### src/rtl/gshare_pre.sv
// gshare branch predictor: a pattern history table of saturating counters
// indexed by instruction address XOR global history. Prediction is combinational
// at fetch; training happens on the resolved branch. After reset an init sweep
// writes INIT_VAL into every entry before the block reports ready.
// Optional feature macro: PRED_STATS_EN (adds correct/trained branch counters).
module gshare_pre #(
    parameter int IDX_W    = 7,
    parameter int CNT_W    = 2,
    parameter int HIST_W   = 6,
    parameter int INIT_VAL = 2**(CNT_W-1)-1
) (
    input  logic        clk,
    input  logic        rst_n,
    input  logic [31:0] Iadd,
    input  logic [31:0] Idata,
    input  logic [31:0] Badd,
    input  logic [31:0] Bdata,
    input  logic        result,
    input  logic        if_id_write,
    output logic        predict,
    output logic        pred_valid,
    output logic        ready,
    output logic [31:0] correct_cnt,
    output logic [31:0] branch_cnt
);

    localparam int               ENTRY   = 2**IDX_W;
    localparam logic [CNT_W-1:0] CNT_MAX = '1;
    localparam logic [CNT_W-1:0] CNT_INI = CNT_W'(INIT_VAL);

    typedef enum logic {INIT, RUN} state_t;

    state_t             state_q, state_d;
    logic [IDX_W-1:0]   init_ptr_q, init_ptr_d;
    logic [HIST_W-1:0]  ghr_q, ghr_d, ghr_shift;
    logic [CNT_W-1:0]   pht_q [ENTRY];

    logic [IDX_W-1:0]   ghr_ext, i_idx, b_idx;
    logic               train;
    logic               b_msb;

    // bal: opcode 000001; bs: top nibble 0001
    function automatic logic is_branch(input logic [31:0] w);
        return (w[31:26] == 6'b000001) || (w[31:28] == 4'b0001);
    endfunction

    function automatic logic [CNT_W-1:0] sat_step(input logic [CNT_W-1:0] c, input logic up);
        if (up)
            return (c == CNT_MAX) ? c : c + CNT_W'(1);
        else
            return (c == '0) ? c : c - CNT_W'(1);
    endfunction

    // Address bits outside the index field and non-opcode instruction bits are don't-care
    logic unused_bits;
    assign unused_bits = ^{Iadd[31:IDX_W+2], Iadd[1:0], Badd[31:IDX_W+2], Badd[1:0],
                           Idata[25:0], Bdata[25:0]};

    assign ghr_ext    = IDX_W'(ghr_q);
    assign i_idx      = Iadd[IDX_W+1:2] ^ ghr_ext;
    assign b_idx      = Badd[IDX_W+1:2] ^ ghr_ext;
    assign b_msb      = pht_q[b_idx][CNT_W-1];

    assign ready      = (state_q == RUN);
    assign pred_valid = ready && is_branch(Idata);
    assign predict    = pred_valid && pht_q[i_idx][CNT_W-1];
    assign train      = ready && is_branch(Bdata) && if_id_write;

    // History shift; a one-bit history simply becomes the latest outcome
    generate
        if (HIST_W == 1) begin : g_hist1
            assign ghr_shift = result;
        end else begin : g_histn
            assign ghr_shift = {ghr_q[HIST_W-2:0], result};
        end
    endgenerate

    // Next-state logic: sweep pointer through the table, then stay in RUN
    always_comb begin
        state_d    = state_q;
        init_ptr_d = init_ptr_q;
        ghr_d      = ghr_q;
        case (state_q)
            INIT: begin
                init_ptr_d = init_ptr_q + IDX_W'(1);
                if (init_ptr_q == IDX_W'(ENTRY-1))
                    state_d = RUN;
            end
            RUN: begin
                if (train)
                    ghr_d = ghr_shift;
            end
            default: state_d = INIT;
        endcase
    end

    // Control state with asynchronous reset
    always_ff @(posedge clk or negedge rst_n) begin
        if (!rst_n) begin
            state_q    <= INIT;
            init_ptr_q <= '0;
            ghr_q      <= '0;
        end else begin
            state_q    <= state_d;
            init_ptr_q <= init_ptr_d;
            ghr_q      <= ghr_d;
        end
    end

    // Table storage: filled by the sweep, then trained; contents are not reset
    always_ff @(posedge clk) begin
        if (state_q == INIT)
            pht_q[init_ptr_q] <= CNT_INI;
        else if (train)
            pht_q[b_idx] <= sat_step(pht_q[b_idx], result);
    end

`ifdef PRED_STATS_EN
    logic [31:0] correct_q, branch_q;

    // Accuracy counters: trained branches and those whose pre-update MSB matched
    always_ff @(posedge clk or negedge rst_n) begin
        if (!rst_n) begin
            correct_q <= '0;
            branch_q  <= '0;
        end else if (train) begin
            branch_q <= branch_q + 32'd1;
            if (b_msb == result)
                correct_q <= correct_q + 32'd1;
        end
    end

    assign correct_cnt = correct_q;
    assign branch_cnt  = branch_q;
`else
    logic unused_msb;
    assign unused_msb  = b_msb;
    assign correct_cnt = '0;
    assign branch_cnt  = '0;
`endif

endmodule

### config.mk
export PLATFORM = sky130hd
export DESIGN_NAME = gshare_pre
export DESIGN_NICKNAME = d
export VERILOG_FILES = /design/src/rtl/gshare_pre.sv
export SDC_FILE = /design/constraint.sdc
export NUM_CORES = 1
export LEC_CHECK = 0
export BUFFER_PORTS_ARGS = -buffer_cell sky130_fd_sc_hd__buf_2
export CAP_MARGIN = 20
export CORE_MARGIN = 5
export CORE_UTILIZATION = 52
export CTS_CLUSTER_SIZE = 24
export DETAILED_ROUTE_END_ITERATION = 6
export HOLD_SLACK_MARGIN = 0.03
export PLACE_DENSITY = 0.77
export SLEW_MARGIN = 20
export SYNTH_ARGS = -nofsm -noshare
export SYNTH_HDL_FRONTEND = slang
export SYNTH_SLANG_ARGS = --single-unit
### constraint.sdc
create_clock -name clk -period 4.6 [get_ports clk]
set_input_delay 0.69 -clock clk [delete_from_list [all_inputs] [get_ports clk]]
set_output_delay 0.69 -clock clk [all_outputs]
set_load 0.005 [all_outputs]
* Word-level counts from Yosys, hierarchy flattened
Memories as Yosys holds them, arrays and structs flattened.
Index checks and enable logic that the tools add are counted.
** Storage, ports and cells
- Memories :: 1
- Bits in writable memories :: 256
- Bits of input ports :: 132
- Output and inout bits :: 67
- Word-level logic and storage cells :: 38
- Register bits after elaboration :: 14
** Memories
- pht_q :: depth 128, bits a word 2, read ports 2, clocked after Yosys merged registers in 0, wr ports 1, line 36 : logic [CNT_W-1:0] pht_q [ENTRY];
** Cells by class
- Add/subtract/negate cells :: 3
- Bitwise gates (word level) :: 2
- Muxes and demuxes :: 14
- Equal/unequal tests :: 6
- Reductions and logical operators :: 9
** Operators by type and width (number)
- $xor A7 B6 Y7 :: 2
- $eq A6 B1 Y1 const B :: 2
- $mux W2 :: 6
- $eq A4 B1 Y1 const B :: 2
- $add A7 B1 Y7 const B :: 1
- $eq A7 B7 Y1 const B :: 1
- $mux W1 :: 7
- $mux W7 :: 1
- $logic_and A1 B1 Y1 :: 4
- $add A2 B1 Y2 const B :: 1
- $eq A2 B2 Y1 const B :: 1
- $logic_not A2 Y1 :: 1
- $logic_or A1 B1 Y1 :: 2
- $reduce_and A2 Y1 :: 1
- $reduce_or A2 Y1 :: 1
- $sub A2 B1 Y2 const B :: 1

* Depth between registers and ports, before layout
Gate-level depths: netlist (run 1).
- Depth after elaboration :: 9
- Mapped depth :: 13
- Depth with buffers taken out :: 9

* Worst setup path before layout (run 1)
Ideal clock, no wire load.
- Path kind :: input -> register
- From :: input port Badd[3]
- To :: memory pht_q[0][1] (data pin)
- Arrival time :: 4.123 ns
- Required time :: 4.066 ns
- Buffers on the path :: 3
- Stages :: 12
- Setup time :: 0.534 ns
- Path slack :: -0.056 ns
- Path through :: xor2_4 -> buf_8 -> buf_12 -> buf_12 -> nand2_1 -> a32oi_1 -> a22oi_1 -> o22ai_1 -> nor3_1 -> nor4_1 -> maj3_1 -> and2_1
** Between the ends
- Cells in the longest elaborated chain, start to end :: 8
- Elaborated cells on any way between the ends :: 12
- Those cells by class :: add/sub: 2; eq/ne: 1; mux: 6; bitwise: 1; reduce/logical: 1; memory: 1
** Ends and longest elaborated chain
- start: declaration :: line 16 : input logic [31:0] Badd,
- $xor A7 B6 Y7 (*) :: line 61 : assign b_idx = Badd[IDX_W+1:2] ^ ghr_ext;
- $mem_v2 Z128 W2 (*)
- $sub A2 B1 Y2, or another cell as far along :: line 51 : return (c == '0) ? c : c - CNT_W'(1);
- $mux W2, on equally long branches :: line 51, 49
- $mux W2 (*) :: line 48 : if (up)
- $mux W2 (*) :: line 114 : else if (train)
- $mux W2 (*) :: line 112 : if (state_q == INIT)
- $mux W2 (no line) (*)
- end: declaration :: line 36
Every way passes the cells marked *; elsewhere a longest branch is shown, timed or not. The select of a mux whose other input is x is not followed.

* Worst setup path after layout (run 1)
- From :: register ghr_q[0]
- To :: output port predict
** Between the ends
- Cells in the longest elaborated chain, start to end :: 3
** Ends and longest elaborated chain
- start: declaration :: line 35 : logic [HIST_W-1:0] ghr_q, ghr_d, ghr_shift;
- start signal: assignment :: line 106 : ghr_q <= ghr_d;
- $xor A7 B6 Y7 :: line 60 : assign i_idx = Iadd[IDX_W+1:2] ^ ghr_ext;
- $mem_v2 Z128 W2
- $logic_and A1 B1 Y1 :: line 66 : assign predict = pred_valid && pht_q[i_idx][CNT_W-1];
- end: declaration :: line 20 : output logic predict,
No other way between the ends.

==> results.md, run 1 <==
- Counting along the longest clock path gives a buffer depth of 3.
- The area after detailed placement is ~14000 sq um.
- The number of enable-type register cells in the synthesized netlist is ~260.
- The type of the worst setup path is reg -> out.
- The region available for standard cell placement spans 25000 sq um.
- The detailed router finished its first iteration with 966 violations.
- The logic depth of the worst register-to-register path is 11.
- The average size of a mapped cell is 15.2 sq um.
- Setup repair after global routing left no endpoint under its margin.
- The cell class contributing the biggest share of worst-path delay is multiplexers.
- In this run the power density over the cells is 339 nW/um^2.
- The later-pin clock latency in the skew report is 540 ps.
- VDD sags by at most roughly 0.30 mV.
- The via count of the first global-routing pass was 7820.
- The number of different library cells in the post-synthesis netlist is 54.
- The largest area contributor in the netlist is edfxtp_1.
- The count of vias placed by the detailed router is roughly 7.9k.
- The share of the synthesized area in the top cell type is 0.583.
- After synthesis, the share of cell area in mux cells is 0.187.
- From bottom edge to top edge, the die measures 169 um.
- The main flop type after synthesis is edfxtp_1.
- In the global route stage, overall resource usage came out at 0.212.
- The tool flagged a number of max-cap violations equal to 0.
- The final net count is roughly 1.1k.
- In the synthesized netlist, the cells that appear most often are edfxtp_1 (256), nor2_1 (135), nand2_1 (84), mux4_2 (79), buf_4 (73).
- STA classifies the critical path endpoint as an output pin.
- The flow ran to the end, and the final reports show no timing, DRC or antenna violations.
- The root buffer cell chosen for the clock tree is clkbuf_16.
- The count of cell instances traversed by the critical path is 8.
- The compound-gate portion of the synthesized area is 0.0290.
- Clock tree synthesis inserted a total of 27 buffers.
- The ratio of routed vias to standard cells is 6.20.
- The worst setup path is launched from a flip-flop.
- The startpoint of the worst hold path is result.
- For the pin with the worst max-slew slack, the measured transition is ~960 ps.
- Total power for the finished layout comes to between 4 and 5 mW.
- At the worst endpoint, the required time is ~3900 ps.
- For the final database, setup skew stands at 14.9 ps.
- The share of the Yosys chip area taken by registers is 0.610.
- ~200 I/O pins were placed.
- The total of buffers placed on input and output ports is 32.
- The area growth from synthesis to layout is 10.7%.
- The post-synthesis register bit count is 270.
- The clock period minus final worst setup slack is approximately 4400 ps.
- After synthesis, the share of flip-flops with an asynchronous set or reset is 0.0519.
- The longest individual stage delay on the worst path is ~700 ps.
- The number of buffers and inverters on the critical path is 2.
- The first global-routing pass estimated between 40000 and 50000 um of wire.
- The filler cells instantiated in the layout total approximately 1.9k.
- The worst register-to-register path ends at pht_q[126][1].
- After detailed routing, the number of remaining DRC violations is 0.
- The endpoint of the most critical setup path is predict.
- The simple-gate portion of the synthesized area is 0.0925.
- The final cycle utilization of the critical path is 0.964.
- The synthesized instance count is roughly 870.
- The floorplan has 58 rows.
- The leakage power is 4.48 nW.
- The number of pins with negative max-slew slack in the final report is 0.
- The first-pass iteration count of the detailed router is 5.
- The aggregate global routing overflow is 0.
- The number of nets still failing antenna checks after routing is 0.
- The slowest cell on the critical path is dfrtp_1.
- Entering global routing, the biggest net connects 45 pins.
- Detailed placement ended at an HPWL of ~21000 um.
- The wire length reported by the detailed router is about 30000 um.
- The initial utilization of the core area, before any placement, comes to 0.526.
- The combinational family with the most area after synthesis is multiplexers.
- The total setup violations reported at the end of the flow is 0.
- The post-CTS setup-driven buffer insertion count is 0.
- The most frequent cell on the critical path is mux4_2.
- The clock drives 270 sinks.
- The critical path goes through xor2_4 -> buf_12 -> mux4_2 -> mux4_2 -> mux4_2 -> mux2i_1 -> nor2b_1 -> buf_2.
- For this run, the number of Yosys warnings is 0.
- The final instance area is roughly 15000 sq um.
- The number of endpoints with negative hold slack in the final report was 0.
- The worst relative slew slack is 0.359.
- The xor/xnor share of the synthesized area is 0.0178.
- By instance count, the leading cell after synthesis is edfxtp_1.
- The count of H-tree levels built during CTS is 1.
- TritonCTS built the clock tree.
- In the final layout, the share of cells above drive strength 1 is 0.222.
- The number of antenna violations at the first check in global routing is 1.
- The upper clock frequency limit is 226 MHz.
- In this run the worst setup path begins at ghr_q[0].
- The floorplan step defined a die boundary enclosing roughly 29000 sq um.
- Of the total synthesized cell area, the portion taken by full adders, half adders and majority gates is 0.00247.
- The reg-to-reg critical path startpoint is ghr_q[1].
- In this run the register-to-register setup slack is between 400 and 500 ps.
- In this run the worst hold path is classified as in -> reg.
- The repair_antennas step left the layout with diodes totalling 0.
- The instance count along the most critical hold path is 3.
- The overall die width is about 170 um.
- The final RePlAce weighted congestion is 0.909.
- The mapped cell area is around 13000 sq um.
- In the final timing run, aggregate negative setup slack is 0 ps.
- Of all nets on the critical path, the largest fanout is 32.
- At the worst endpoint, the arrival time is between 3000 and 4000 ps.
- Clock-pin slew was measured on the worst setup and hold paths at approximately 60 ps.
- Sorting the synthesized cells by area gives the leading types as edfxtp_1 (58%), mux4_2 (13%), mux4_1 (4.4%), buf_4 (4.2%), nor2_1 (3.8%).
- The mean routed wirelength per cell is about 24 um.
[registers in the layout, summed over array words and instances (netlist names)]
name,cells
pht_q,256
init_ptr_q,7
ghr_q,6
ready,1
[stage by stage]
| stage | setup slack [ps] | hold WS, ps | instances | utilization |
|---|---|---|---|---|
| 2_1_floorplan | 741 | 394 | 930 | - |
| 3_3_place_gp | 159 | 510 | 1226 | 0.549 |
| 3_5_place_dp | 189 | 529 | 1226 | 0.549 |
| 4_1_cts | 145 | 473 | 1273 | 0.583 |
| 5_1_grt | 61.0 | 491 | 1273 | 0.583 |
| 6_report | 167 | 488 | 1273 | 0.583 |
[placed cells by master (no fill, tap or decap), types with 9 or more instances in the layout]
cell type,n
mux4_1,22
mux2i_1,10
buf_4,34
a21oi_1,9
nor2_1,135
clkbuf_16,27
xnor2_1,10
buf_2,32
edfxtp_1,256
nand3_1,26
o21ai_0,16
mux4_2,79
dfrtp_1,14
conb_1,64
buf_12,11
nand2_1,83
[worst min path at each step]
| stage | endpoint | slack (ps) |
|---|---|---|
| after global placement | init_ptr_q[0] | 510 |
| after CTS | ghr_q[0] | 470 |
| after detailed placement | init_ptr_q[0] | 530 |
| after floorplan | ghr_q[0] | 390 |
| final | ghr_q[0] | 490 |
| after global routing | ghr_q[0] | 490 |
[worst reg2reg max path, stage by stage (launching register included)]
cell     delay, ps
dfrtp_1        470
xor2_4         700
buf_4          430
mux4_1         630
nand2_1        100
a21oi_1         70
nor4_1         420
buf_4          200
nor4_1          50
maj3_1         350
and2_4         260
buf_12         210
[layer usage]
layer  part of all wire  vias up  GRT usage
li1                   -     3351          -
met1               0.37     3898      0.296
met2               0.48      558      0.348
met3               0.11       85     0.0426
met4              0.030        2     0.0560
met5             0.0018        -          0
[logic make-up (layout without fill, tap and decap cells)]
group	Yosys count	count (layout)
AOI/OAI and AO/OA	59	59
xor gates and xnor gates	22	22
adders and majority gates	3	3
buffers and inverters	114	127
DFF	270	270
muxes	112	112
other	1	64
and+or+nand+nor	286	286
[area by class of cell]
type,instances,area (sq um),share of cell area
clock inverter,17,143,0.00978
clock buffer,29,683,0.0468
tap,330,413,0.0283
timing repair buffer,78,646,0.0443
multi-input combinational,546,4660,0.319
inverter,3,11.3,0.000772
sequential,270,8040,0.551
[report_power, final]
| group | internal, mW | total (mW) | switching [mW] |
|---|---|---|---|
| logic | 0.0864 | 0.221 | 0.135 |
| clock network | 1.18 | 2.07 | 0.895 |
| registers | 2.65 | 2.65 | 0 |
[repair_timing]
| action | in CTS | in global routing |
|---|---|---|
| resized for setup | 0 | 0 |
| hold buffers | 1 | 0 |
| hold endpoints to repair | 1 | 0 |
| endpoints found under the setup margin | 0 | 0 |
Power figures use the tool's default switching activity.
==> run 2, diff against run 1 <==
==> constraint.sdc (replaced) <==
create_clock -name clk -period 4.6 [get_ports clk]
set_input_delay 0 -clock clk [delete_from_list [all_inputs] [get_ports clk]]
set_output_delay 0 -clock clk [all_outputs]
set_load 0.005 [all_outputs]
==> results.md, run 2 (same netlist as run 1, synthesis figures left out) <==
- The path class of the tightest hold or removal check is in -> reg.
- The number of pins with negative max-slew slack in the final report came to 0 (unchanged).
- The count of vias placed by the detailed router is 7863 (-0.39%).
- The most common library cell in the layout ignoring fill and taps is edfxtp_1.
- Leaving out fill and tap cells, the most frequent cells in the layout are edfxtp_1 (256), nor2_1 (135), nand2_1 (83).
- The setup total negative slack was 0 ps (unchanged).
- The total of buffers placed on input and output ports is 32 (unchanged).
- The final cycle utilization of the critical path is 0.862 (-0.101).
- The slew of the pin with the lowest slew margin is 973 ps (+17.0 ps).
- The first-pass iteration count of the detailed router is 6 (+1).
- The worst hold margin was 67.9 ps (-420 ps).
- The count of max-cap constraint violations is 0 (unchanged).
- The register with the highest flop count is pht_q.
- The maximum clock skew at final layout is 22.8 ps (+7.92 ps).
- The final RePlAce weighted congestion is 0.869 (-4.5%).
- The overall die width is 169 um (unchanged).
- The global-route total usage across every layer is 0.210 (-0.00172).
- The antenna diode count was 0 (unchanged).
- The clock tree from TritonCTS is built.
- The count of H-tree levels built during CTS is 1 (unchanged).
- The number of clock buffers inserted by TritonCTS is 28 (+3.7%).
- The HPWL after detailed placement is 20200 um (-3.9%).
- The maximum number of pins on one net before global-route repair came to 85 (+89%).
- The standard-cell row count is 58 (unchanged).
- The area enclosed by the die boundary was 28600 sq um (unchanged).
- The data arrival time at the worst-slack endpoint is 4230 ps (+490 ps).
- The clock transition at the registers of the reported paths is 60 ps (about the same).
- The most critical setup path has its startpoint at ghr_q[1].
- The ratio of routed vias to standard cells came to 6.19 (-0.24%).
- Setup repair after global routing left no endpoint under its margin.
- The reg-to-reg critical path startpoint is ghr_q[1].
- The flip-flop count of the largest register after layout came to 256 (unchanged).
- The number of sinks handled by clock tree synthesis came to 270 (unchanged).
- The run finished with clean final reports.
- The via count of the first global-routing pass came to 7634 (-2.4%).
- The area growth from synthesis to layout is 10.4%.
- The critical path required time was 4860 ps (+950 ps).
- The leakage power was 4.46 nW (-0.50%).
- The detailed-route DRC error count is 0 (unchanged).
- The maximum root-to-sink buffer count is 3 (unchanged).
- The effective utilization at floorplan is 0.526 (unchanged).
- The mean routed wirelength per cell came to 23.9 um (-1.5%).
- The power per standard cell area is 347 nW/um^2 (+2.5%).
- The aggregate global routing overflow is 0 (unchanged).
- The core footprint is 25000 sq um (unchanged).
- The largest registers in the layout are pht_q: 256 flops, init_ptr_q: 7 flops, ghr_q: 6 flops.
- The largest driver fanout on the critical path is 52 (+63%).
- In this run the most critical hold path is launched from if_id_write.
- The number of cells in the finished layout apart from fillers is 1271 (-0.16%).
- The final net count came to 1052 (-0.66%).
- The height of the die is 169 um (unchanged).
- The number of antenna violations at the first check in global routing came to 0 (-1).
- The total setup violations reported at the end of the flow is 0 (unchanged).
- The share of final-layout standard cells stronger than drive strength 1 was 0.218 (-0.00378).
- The worst ir drop on vdd is 0.362 mV (+21%).
- The final setup slack of the worst path is 633 ps (+465 ps).
- The post-CTS setup-driven buffer insertion count was 0 (unchanged).
- The worst slack after detailed placement was 695 ps (+505 ps).
- The critical path in this run is classified as reg -> reg.
- The first-iteration detailed-routing DRC count is 865 (-10%).
- The worst setup path is captured at a flip-flop.
- The number of nets still failing antenna checks after routing is 0 (unchanged).
- The number of placed instances, taps included came to 1215 (-0.90%).
- The clock period minus final worst setup slack is 3970 ps (-465 ps).
- The critical path startpoint category is a flip-flop.
- The worst relative slew slack is 0.349 (-0.0100).
- The wire length reported by the detailed router was 30300 um (-1.6%).
- The I/O pin count is 199 (unchanged).
- The tree is rooted in a clkbuf_16.
- The number of endpoints with negative hold slack in the final report is 0 (unchanged).
- The upper clock frequency limit came to 252 MHz (+12%).
- The global-route wire length before repair came to 45800 um (-1.0%).
- The later-pin clock latency in the skew report came to 550 ps (about the same).
[run 2: worst paths after layout]
path	endpoint	slack [ps]	cells past startpoint
max	pht_q[105][1]	630	9
max in group asynchronous	ghr_q[0]	3560	3
max reg2reg	pht_q[105][1]	630	9
min	ghr_q[1]	70	6
min in group asynchronous	ghr_q[4]	600	3
min reg2reg	init_ptr_q[6]	560	1
[run 2: worst max-delay path, stage by stage, from the launching register on]
cell	delay, ps
dfrtp_1	440
xor2_4	510
mux4_1	670
o211ai_1	250
o211ai_1	140
a221oi_1	580
nor4_1	170
maj3_1	390
and2_4	280
buf_12	230
[run 2: power by group]
group / internal [mW] / switching, mW / total [mW]
registers: 2.65 / 0 / 2.65
clock network: 1.27 / 0.923 / 2.19
logic: 0.0844 / 0.133 / 0.218
total: 4.00 / 1.06 / 5.06
[run 2: routing by layer]
layer	GRT usage	share of wire	up-vias
met1	0.293	0.39	3975
met5	0	0	-
met4	0.0585	0.032	0
met2	0.340	0.47	480
met3	0.0482	0.11	77
li1	-	-	3331
[run 2: stage by stage]
stage                     utilization  total power, mW  cell area [sq um]
after floorplan                     -             2.89              13400
after global placement          0.544             2.91              13600
after detailed placement        0.544             2.91              13600
after CTS                       0.581             5.08              14600
after global routing            0.581             5.21              14600
final                           0.581             5.06              14600
[run 2: what timing repair did]
item                       CTS  global route
setup endpoints to repair    0             0
hold buffers                 4             0
gates resized for setup      0             0
hold endpoints to repair    20             0
[run 2: final cells by class]
class                           instances  area, sq um
Clock inverter                         17          155
Timing Repair Buffer                   70          531
Sequential cell                       270         8040
Multi-Input combinational cell        546         4660
Clock buffer                           35          747
Fill cell                            1872        10500
Inverter                                3         11.3
Tap cell                              330          413
